==> src/rtl/fisr_seed_gen.sv <==
// Seed generator for the fast inverse square root Newton stage: classifies x, emits x/2 and MAGIC-(x>>1).
// Two register stages. Defining FISR_SEED_STATS_EN adds the Special_cnt/Stats_clr statistics ports.
module fisr_seed_gen #(
    parameter logic [31:0] MAGIC = 32'h5F3759DF,
    parameter int          TAG_W = 4
) (
    input  logic             clk,
    input  logic             rst,
    input  logic             ce,
    input  logic             In_valid,
    input  logic [31:0]      Data_in,
    input  logic [TAG_W-1:0] Tag_in,
`ifdef FISR_SEED_STATS_EN
    input  logic             Stats_clr,
    output logic [15:0]      Special_cnt,
`endif
    output logic [31:0]      X_half,
    output logic [31:0]      Y_seed,
    output logic [2:0]       Special,
    output logic [TAG_W-1:0] Tag_out,
    output logic             Valid
);

    typedef enum logic [2:0] {
        CLS_NORMAL = 3'b000,
        CLS_ZERO   = 3'b001,
        CLS_NEG    = 3'b010,
        CLS_PINF   = 3'b011,
        CLS_NAN    = 3'b100
    } class_e;

    logic             s1_valid_q, s1_valid_d;
    logic [31:0]      s1_data_q,  s1_data_d;
    logic [TAG_W-1:0] s1_tag_q,   s1_tag_d;
    class_e           s1_class_q, s1_class_d;

    logic             valid_q,   valid_d;
    logic [31:0]      x_half_q,  x_half_d;
    logic [31:0]      y_seed_q,  y_seed_d;
    class_e           special_q, special_d;
    logic [TAG_W-1:0] tag_q,     tag_d;

    class_e    in_class;
    logic [7:0] s1_e;

    // Zero (incl. denormals) is tested before sign so -0 is zero; NaN outranks everything.
    always_comb begin
        in_class = CLS_NORMAL;
        if (Data_in[30:23] == 8'hFF && Data_in[22:0] != 23'd0) begin
            in_class = CLS_NAN;
        end else if (Data_in[30:23] == 8'h00) begin
            in_class = CLS_ZERO;
        end else if (Data_in[31]) begin
            in_class = CLS_NEG;
        end else if (Data_in[30:23] == 8'hFF) begin
            in_class = CLS_PINF;
        end
    end

    // NOTE: every always_comb output gets a hold/default value first so no latch is inferred.
    always_comb begin
        s1_valid_d = s1_valid_q;
        s1_data_d  = s1_data_q;
        s1_tag_d   = s1_tag_q;
        s1_class_d = s1_class_q;
        if (ce) begin
            s1_valid_d = In_valid;
            s1_data_d  = Data_in;
            s1_tag_d   = Tag_in;
            s1_class_d = in_class;
        end
    end

    assign s1_e = s1_data_q[30:23];

    always_comb begin
        valid_d   = valid_q;
        x_half_d  = x_half_q;
        y_seed_d  = y_seed_q;
        special_d = special_q;
        tag_d     = tag_q;
        if (ce) begin
            valid_d   = s1_valid_q;
            special_d = s1_valid_q ? s1_class_q : CLS_NORMAL;
            tag_d     = s1_valid_q ? s1_tag_q : '0;
            x_half_d  = '0;
            y_seed_d  = '0;
            if (s1_class_q == CLS_NORMAL) begin
                // Halving the smallest normal exponent lands in the denormal range.
                if (s1_e == 8'd1) begin
                    x_half_d = {1'b0, 8'h00, 1'b1, s1_data_q[22:1]};
                end else begin
                    x_half_d = {1'b0, s1_e - 8'd1, s1_data_q[22:0]};
                end
                y_seed_d = MAGIC - {1'b0, s1_data_q[31:1]};
            end
        end
    end

    // NOTE: sequential state uses non-blocking assignments so every flop samples pre-edge values.
    always_ff @(posedge clk) begin
        if (!rst) begin
            s1_valid_q <= 1'b0;
            s1_data_q  <= '0;
            s1_tag_q   <= '0;
            s1_class_q <= CLS_NORMAL;
            valid_q    <= 1'b0;
            x_half_q   <= '0;
            y_seed_q   <= '0;
            special_q  <= CLS_NORMAL;
            tag_q      <= '0;
        end else begin
            s1_valid_q <= s1_valid_d;
            s1_data_q  <= s1_data_d;
            s1_tag_q   <= s1_tag_d;
            s1_class_q <= s1_class_d;
            valid_q    <= valid_d;
            x_half_q   <= x_half_d;
            y_seed_q   <= y_seed_d;
            special_q  <= special_d;
            tag_q      <= tag_d;
        end
    end

    assign X_half  = x_half_q;
    assign Y_seed  = y_seed_q;
    assign Special = special_q;
    assign Tag_out = tag_q;
    assign Valid   = valid_q;

`ifdef FISR_SEED_STATS_EN
    logic [15:0] special_cnt_q, special_cnt_d;

    // Counts operands entering stage 2 with a non-normal class; clear beats increment.
    always_comb begin
        special_cnt_d = special_cnt_q;
        if (ce) begin
            if (Stats_clr) begin
                special_cnt_d = '0;
            end else if (s1_valid_q && s1_class_q != CLS_NORMAL && special_cnt_q != 16'hFFFF) begin
                special_cnt_d = special_cnt_q + 16'd1;
            end
        end
    end

    always_ff @(posedge clk) begin
        if (!rst) begin
            special_cnt_q <= '0;
        end else begin
            special_cnt_q <= special_cnt_d;
        end
    end

    assign Special_cnt = special_cnt_q;
`endif

endmodule
==> config.mk <==
export PLATFORM = sky130hd
export DESIGN_NAME = fisr_seed_gen
export DESIGN_NICKNAME = d
export VERILOG_FILES = /design/src/rtl/fisr_seed_gen.sv
export SDC_FILE = /design/constraint.sdc
export NUM_CORES = 1
export LEC_CHECK = 0
export ABC_CLOCK_PERIOD_IN_PS = 4900
export CORE_ASPECT_RATIO = 0.75
export CORE_UTILIZATION = 44
export DETAILED_ROUTE_END_ITERATION = 10
export PLACE_DENSITY = 0.71
export SETUP_SLACK_MARGIN = 0.02
export SLEW_MARGIN = 30
export SYNTH_ARGS = -nofsm -noshare
export SYNTH_HDL_FRONTEND = slang
export SYNTH_SLANG_ARGS = --single-unit
export TNS_END_PERCENT = 30
==> constraint.sdc <==
create_clock -name clk -period 4.9 [get_ports clk]
set_input_delay 1.47 -clock clk [delete_from_list [all_inputs] [get_ports clk]]
set_output_delay 1.47 -clock clk [all_outputs]
set_load 0.005 [all_outputs]
==> results.cfg, run 1 <==
[outcome]
status = finished clean

[critical_path]
reg2reg_slack_ns = 2.49
path_buf_inv = 2
reg2reg_depth = 5
startpoint = ce
path_class = in -> reg
r2r-end = X_half[27]
cp_max_fo = 50
critPathCaptureType = flop
path_cells = buf_4 > buf_4 > or4b_1 > o22ai_1 > and2_1
reg2reg_from = s1_data_q[25]
worst_path_most_repeated_cell = buf_4
critPathSlowestCell = or4b_1
worstSetupStartpointType = input port
worstPathRequired_ns = 5.19
cpPeakStageDelay_ns = 0.76
worstPathArrival_ns = 3.57
cp_top_family = buffers and inverters

[route]
drtAntennaViolNets = 0
vias_per_cell = 5.25
routed_wl_um = 12900
vias = 4279
wl_per_cell_um = 15.9
drt_pass1_iterations = 5
drc = 0
drt_iter0_markers = 363

[sta]
drv_slew = 0
setup_viol = 0
finClkSkew_ns = 0.00644
period_share_pct = 66.9
hold_viol = 0
max_slew_margin_pct = 44.5
max_freq_mhz = 305
tightest_slew_ns = 0.832
rsz0062_at_grt = false
period_needed_ns = 3.28
tns_ns = 0

[clock_tree]
ctsHoldBuffers = 0
cts_setup_buffers = 0
cts_made_buffers = 9
cts-root-buf = clkbuf_16
cts_tree = yes
cts_buffer_depth = 2
cts-htree-levels = 3
post_cts_resized = 0
path_clk_slew_ns = 0.07
cts.sinks = 111
clkLatencyLatePin_ns = 0.35

[power]
cellPowerDensity_mw_per_mm2 = 302
vdd_drop_max_mv = 0.172
p_leak_nw = 2.34

[global_route]
grt_pass1_vias = 3984
antenna_found_initial = 0
grt_max_degree = 51
grt_first_pass_wirelength_um = 20500
track_usage_pct = 21.6
gr-total-overflow = 0

[die]
die_w_um = 128
io_pins = 112
die_h_um = 96.3
start_util_pct = 45.1
core-area_mm2 = 0.0116
floorplan.rows = 34
dieArea_mm2 = 0.0123

[synth]
yosysWarnings = 0
synthTopCellsByCount = 111 x dfxtp_1, 62 x mux2i_1, 48 x nand2_1
avgSynthCellArea_um2 = 9.08
yosysTopAreaCell = dfxtp_1
synth_flop_cell = dfxtp_1
synth.top_cell.area_share_pct = 42.6
synth_seq_area_share_pct = 42.6
synth.most_common_cell = dfxtp_1
ys_ff_latch = 111
synth.area.top_cells = dfxtp_1 43%, mux2i_1 12%, nor2b_1 5.3%, o21ai_0 3.7%, nand2_1 3.5%
syn_inst = 574
syn-num-nets = 618
netlist_area_mm2 = 0.00521
postSynth.asyncResetShare_pct = 0
synth_edf_count = 0
synth.distinct_cells = 60

[min_path]
hp-start = X_half[19]
whs_endpoint = X_half[19]
hold_path_depth = 2
hold_path_class = reg -> reg

[finish]
syn2layout_area_growth_pct = 26.0
nNetsFinal = 693
layout.cells.non_filler = 815
drive_gt1_share_pct = 5.05
fillers = 1066
diodes = 0

[placement]
port_buffers = 110
hpwl_um = 9310
gp_congestion = 0.806
dp_cells = 800

[job]
maxCapViolations = 0
[stage by stage]
stage               hold slack (ns)  power, mW  utilization, %  worst slack [ns]  instance area, um^2
global placement              0.433       1.31            54.4              1.33                 6300
global route                  0.494       2.08            56.8              1.45                 6570
finish                        0.456       1.99            56.8              1.62                 6570
detailed placement            0.446       1.32            54.4              1.26                 6300
floorplan                     0.439       1.18               -              2.22                 5210
CTS                           0.458       2.00            56.8              1.63                 6570
[cell usage in the layout, fill, tap and decap left out, types with 10 or more instances in the layout]
cell / instances
a21oi_1: 12
and2_1: 22
clkdlybuf4s50_1: 108
dfxtp_1: 111
inv_1: 26
mux2i_1: 62
nand2_1: 48
nand2b_1: 10
nand3_1: 18
nor2b_1: 43
o21ai_0: 39
o22ai_1: 22
xnor2_1: 13
[how the worst max path moves through the flow]
stage | to | cells past startpoint
6_report | Y_seed[3] | 5
5_1_grt | Y_seed[9] | 5
4_1_cts | Y_seed[3] | 5
3_5_place_dp | X_half[24] | 5
3_3_place_gp | Y_seed[3] | 5
2_1_floorplan | Y_seed[10] | 6
[where the power goes]
part           switching (mW)  leakage [nW]  internal [mW]  total [mW]
combinational           0.126          1.31          0.162       0.288
clock                   0.333         0.123          0.355       0.688
sequential             0.0581         0.911          0.953        1.01
[cell families (layout without fill, tap and decap cells)]
logic type	Yosys count	count (layout)	synth area share, %
fa+ha+maj	4	4	0.960
buf+inv	76	155	6.60
xor+xnor	20	20	3.36
mux	62	62	11.9
compound gates	112	112	14.0
flops	111	111	42.6
simple gates	188	188	20.5
other cells	1	1	0.0719
[layer usage]
layer	GRT usage (%)	part of all wire, %	up-vias
met2	34.1	44	129
met4	5.88	1.1	0
met5	0	0	-
met1	30.0	50	2013
li1	-	-	2122
met3	4.50	4.8	15
[registers in the layout (all words and copies together), names as in the netlist]
| name | cells |
|---|---|
| X_half | 31 |
| Tag_out | 4 |
| s1_class_q | 3 |
| s1_valid_q | 1 |
| Valid | 1 |
| Special | 3 |
| Y_seed | 32 |
| s1_tag_q | 4 |
| s1_data_q | 32 |
[cell type report]
type / instances / area, um^2 / area share [%]
Inverter: 26 / 97.6 / 1.49
Multi-Input combinational cell: 387 / 2650 / 40.3
Clock buffer: 10 / 239 / 3.64
Sequential cell: 111 / 2220 / 33.8
Clock inverter: 5 / 35.0 / 0.533
Timing Repair Buffer: 114 / 1120 / 17.1
Tap cell: 162 / 203 / 3.09
[tightest hold or removal path, stage by stage, from the launching register on]
cell     delay, ns
dfxtp_1       0.33
nand2_1       0.04
o21ai_0       0.05
No activity file was read; power rests on OpenSTA's default activity.
==> run 2: changes to the inputs <==
ABC_CLOCK_PERIOD_IN_PS = 3350   (was 4900)
clock period = 3.35 ns   (was 4.9 ns; I/O delays follow)
==> run 2 against run 1 <==
Non-clock buffer count rose by 7. Design area rose by 0.67%. Cell count rose by 0.86%. Clock power rose by 42%. First-iteration DRC count rose by 0.55%. Flip-flop and latch count did not move. Core utilization rose by 0.38 points. Combinational power rose by 49%. Critical path depth rose by 1. Via count rose by 2.5%. Largest power group unchanged.
==> results.cfg, run 2 (synthesis results as in run 1) <==
[placement]
dp_worst_setup_slack_ns = 0.589
gp_congestion = 0.853
dp_cells = 807
dpl_cell_area_mm2 = 0.00635
port_buffers = 110
hpwl_um = 9430

[critical_path]
cp_max_fo = 3
worstPathRequired_ns = 3.62
r2r-end = X_half[7]
worstPathArrival_ns = 2.76
reg2reg_from = s1_data_q[25]
path_class = in -> reg
critPathCaptureType = flop
worstSetupStartpointType = input port
reg2reg_depth = 5
reg2reg_slack_ns = 1.07

[die]
dieArea_mm2 = 0.0123
die_h_um = 96.3
floorplan.rows = 34
core-area_mm2 = 0.0116
io_pins = 112
die_w_um = 128
start_util_pct = 45.1

[clock_tree]
cts-root-buf = clkbuf_16
cts_buffer_depth = 2
post_cts_resized = 0
cts-htree-levels = 3
cts_tree = yes
cts_made_buffers = 9
path_clk_slew_ns = 0.07
ctsHoldBuffers = 0
cts.sinks = 111
cts_setup_buffers = 0
clkLatencyLatePin_ns = 0.35

[sta]
period_needed_ns = 2.49
finClkSkew_ns = 0.00632
hold_viol = 0
worst_hold_slack_ns = 0.449
tightest_slew_ns = 0.630
max_slew_margin_pct = 57.6
max_freq_mhz = 402
setup_viol = 0
tns_ns = 0
drv_slew = 0
setup_ws_ns = 0.860
rsz0062_at_grt = false
period_share_pct = 74.3

[min_path]
whs_endpoint = Y_seed[18]
hold_path_depth = 2
hold_path_class = reg -> reg
hp-start = Y_seed[18]

[finish]
final_util_pct = 57.2
nNetsFinal = 700
layout.cells.non_filler = 822
fillers = 1049
layout_common_cells = 111 x dfxtp_1, 108 x clkdlybuf4s50_1, 62 x mux2i_1
syn2layout_area_growth_pct = 26.9
layout_commonest_cell = dfxtp_1
diodes = 0
final_cell_area_mm2 = 0.00661
drive_gt1_share_pct = 5.91

[global_route]
gr-total-overflow = 0
antenna_found_initial = 0
grt_pass1_vias = 4037
grt_max_degree = 42
track_usage_pct = 22.1
grt_first_pass_wirelength_um = 20900

[outcome]
status = finished clean

[power]
vdd_drop_max_mv = 0.281
power_frac_clock_pct = 33.9
power.internal_mw = 2.14
p_switching_uw = 751
cellPowerDensity_mw_per_mm2 = 437
swShare_pct = 26.0
p_leak_nw = 2.38
power_mw = 2.89
comb_power_share_pct = 14.8
seqPwrFrac_pct = 51.2

[route]
routed_wl_um = 13200
vias = 4384
drtAntennaViolNets = 0
drt_iter0_markers = 365
drt_pass1_iterations = 6
wl_per_cell_um = 16.0
drc = 0
vias_per_cell = 5.33

[job]
maxCapViolations = 0
## run 2: cell types whose count changed in the layout (fill, tap and decap cells not counted), sizes merged
cell      delta
clkinv       +1
buf          +7
clkinvlp     -1
## run 2: worst max-delay path by stage
stage / cells after the start / from / endpoint / slack (ns)
after floorplan: 6 / ce / Y_seed[10] / 1.14
after global placement: 6 / Data_in[11] / s1_class_q[0] / 0.62
after detailed placement: 6 / Data_in[15] / s1_class_q[0] / 0.59
after CTS: 6 / Data_in[15] / s1_class_q[0] / 0.94
after global routing: 6 / Data_in[15] / s1_class_q[0] / 0.79
final: 6 / Data_in[15] / s1_class_q[0] / 0.86
## run 2: critical path, stage by stage
cell and delay [ns]:
clkdlybuf4s50_1 0.43, nor4_1 0.58, nand4_1 0.17, o21a_1 0.25
nand3b_1 0.15, a21boi_0 0.17
## run 2: layout make-up
cell class              count  area (um^2)  area share [%]
multi-input cells         387         2650            40.1
flip-flops and latches    111         2220            33.6
clock inverters             5         36.3           0.549
well taps                 162          203            3.06
repair buffers            121         1180            17.8
clock buffers              10          229            3.46
inverters                  26         97.6            1.48
## run 2: power by group through the flow
stage / clock network [mW] / logic (mW) / registers, mW
after detailed placement: 0 / 0.429 / 1.51
final: 0.980 / 0.428 / 1.48
after floorplan: 0 / 0.260 / 1.47
after global placement: 0 / 0.423 / 1.51
after global routing: 1.05 / 0.469 / 1.49
after CTS: 1.00 / 0.432 / 1.48
## run 2: routing by layer
metal	global-route usage, %	share of wire (%)	vias up
li1	-	-	2153
met1	30.7	50	2095
met2	34.5	43	123
met3	4.67	5.6	13
met4	6.08	1.1	0
met5	0	0	-
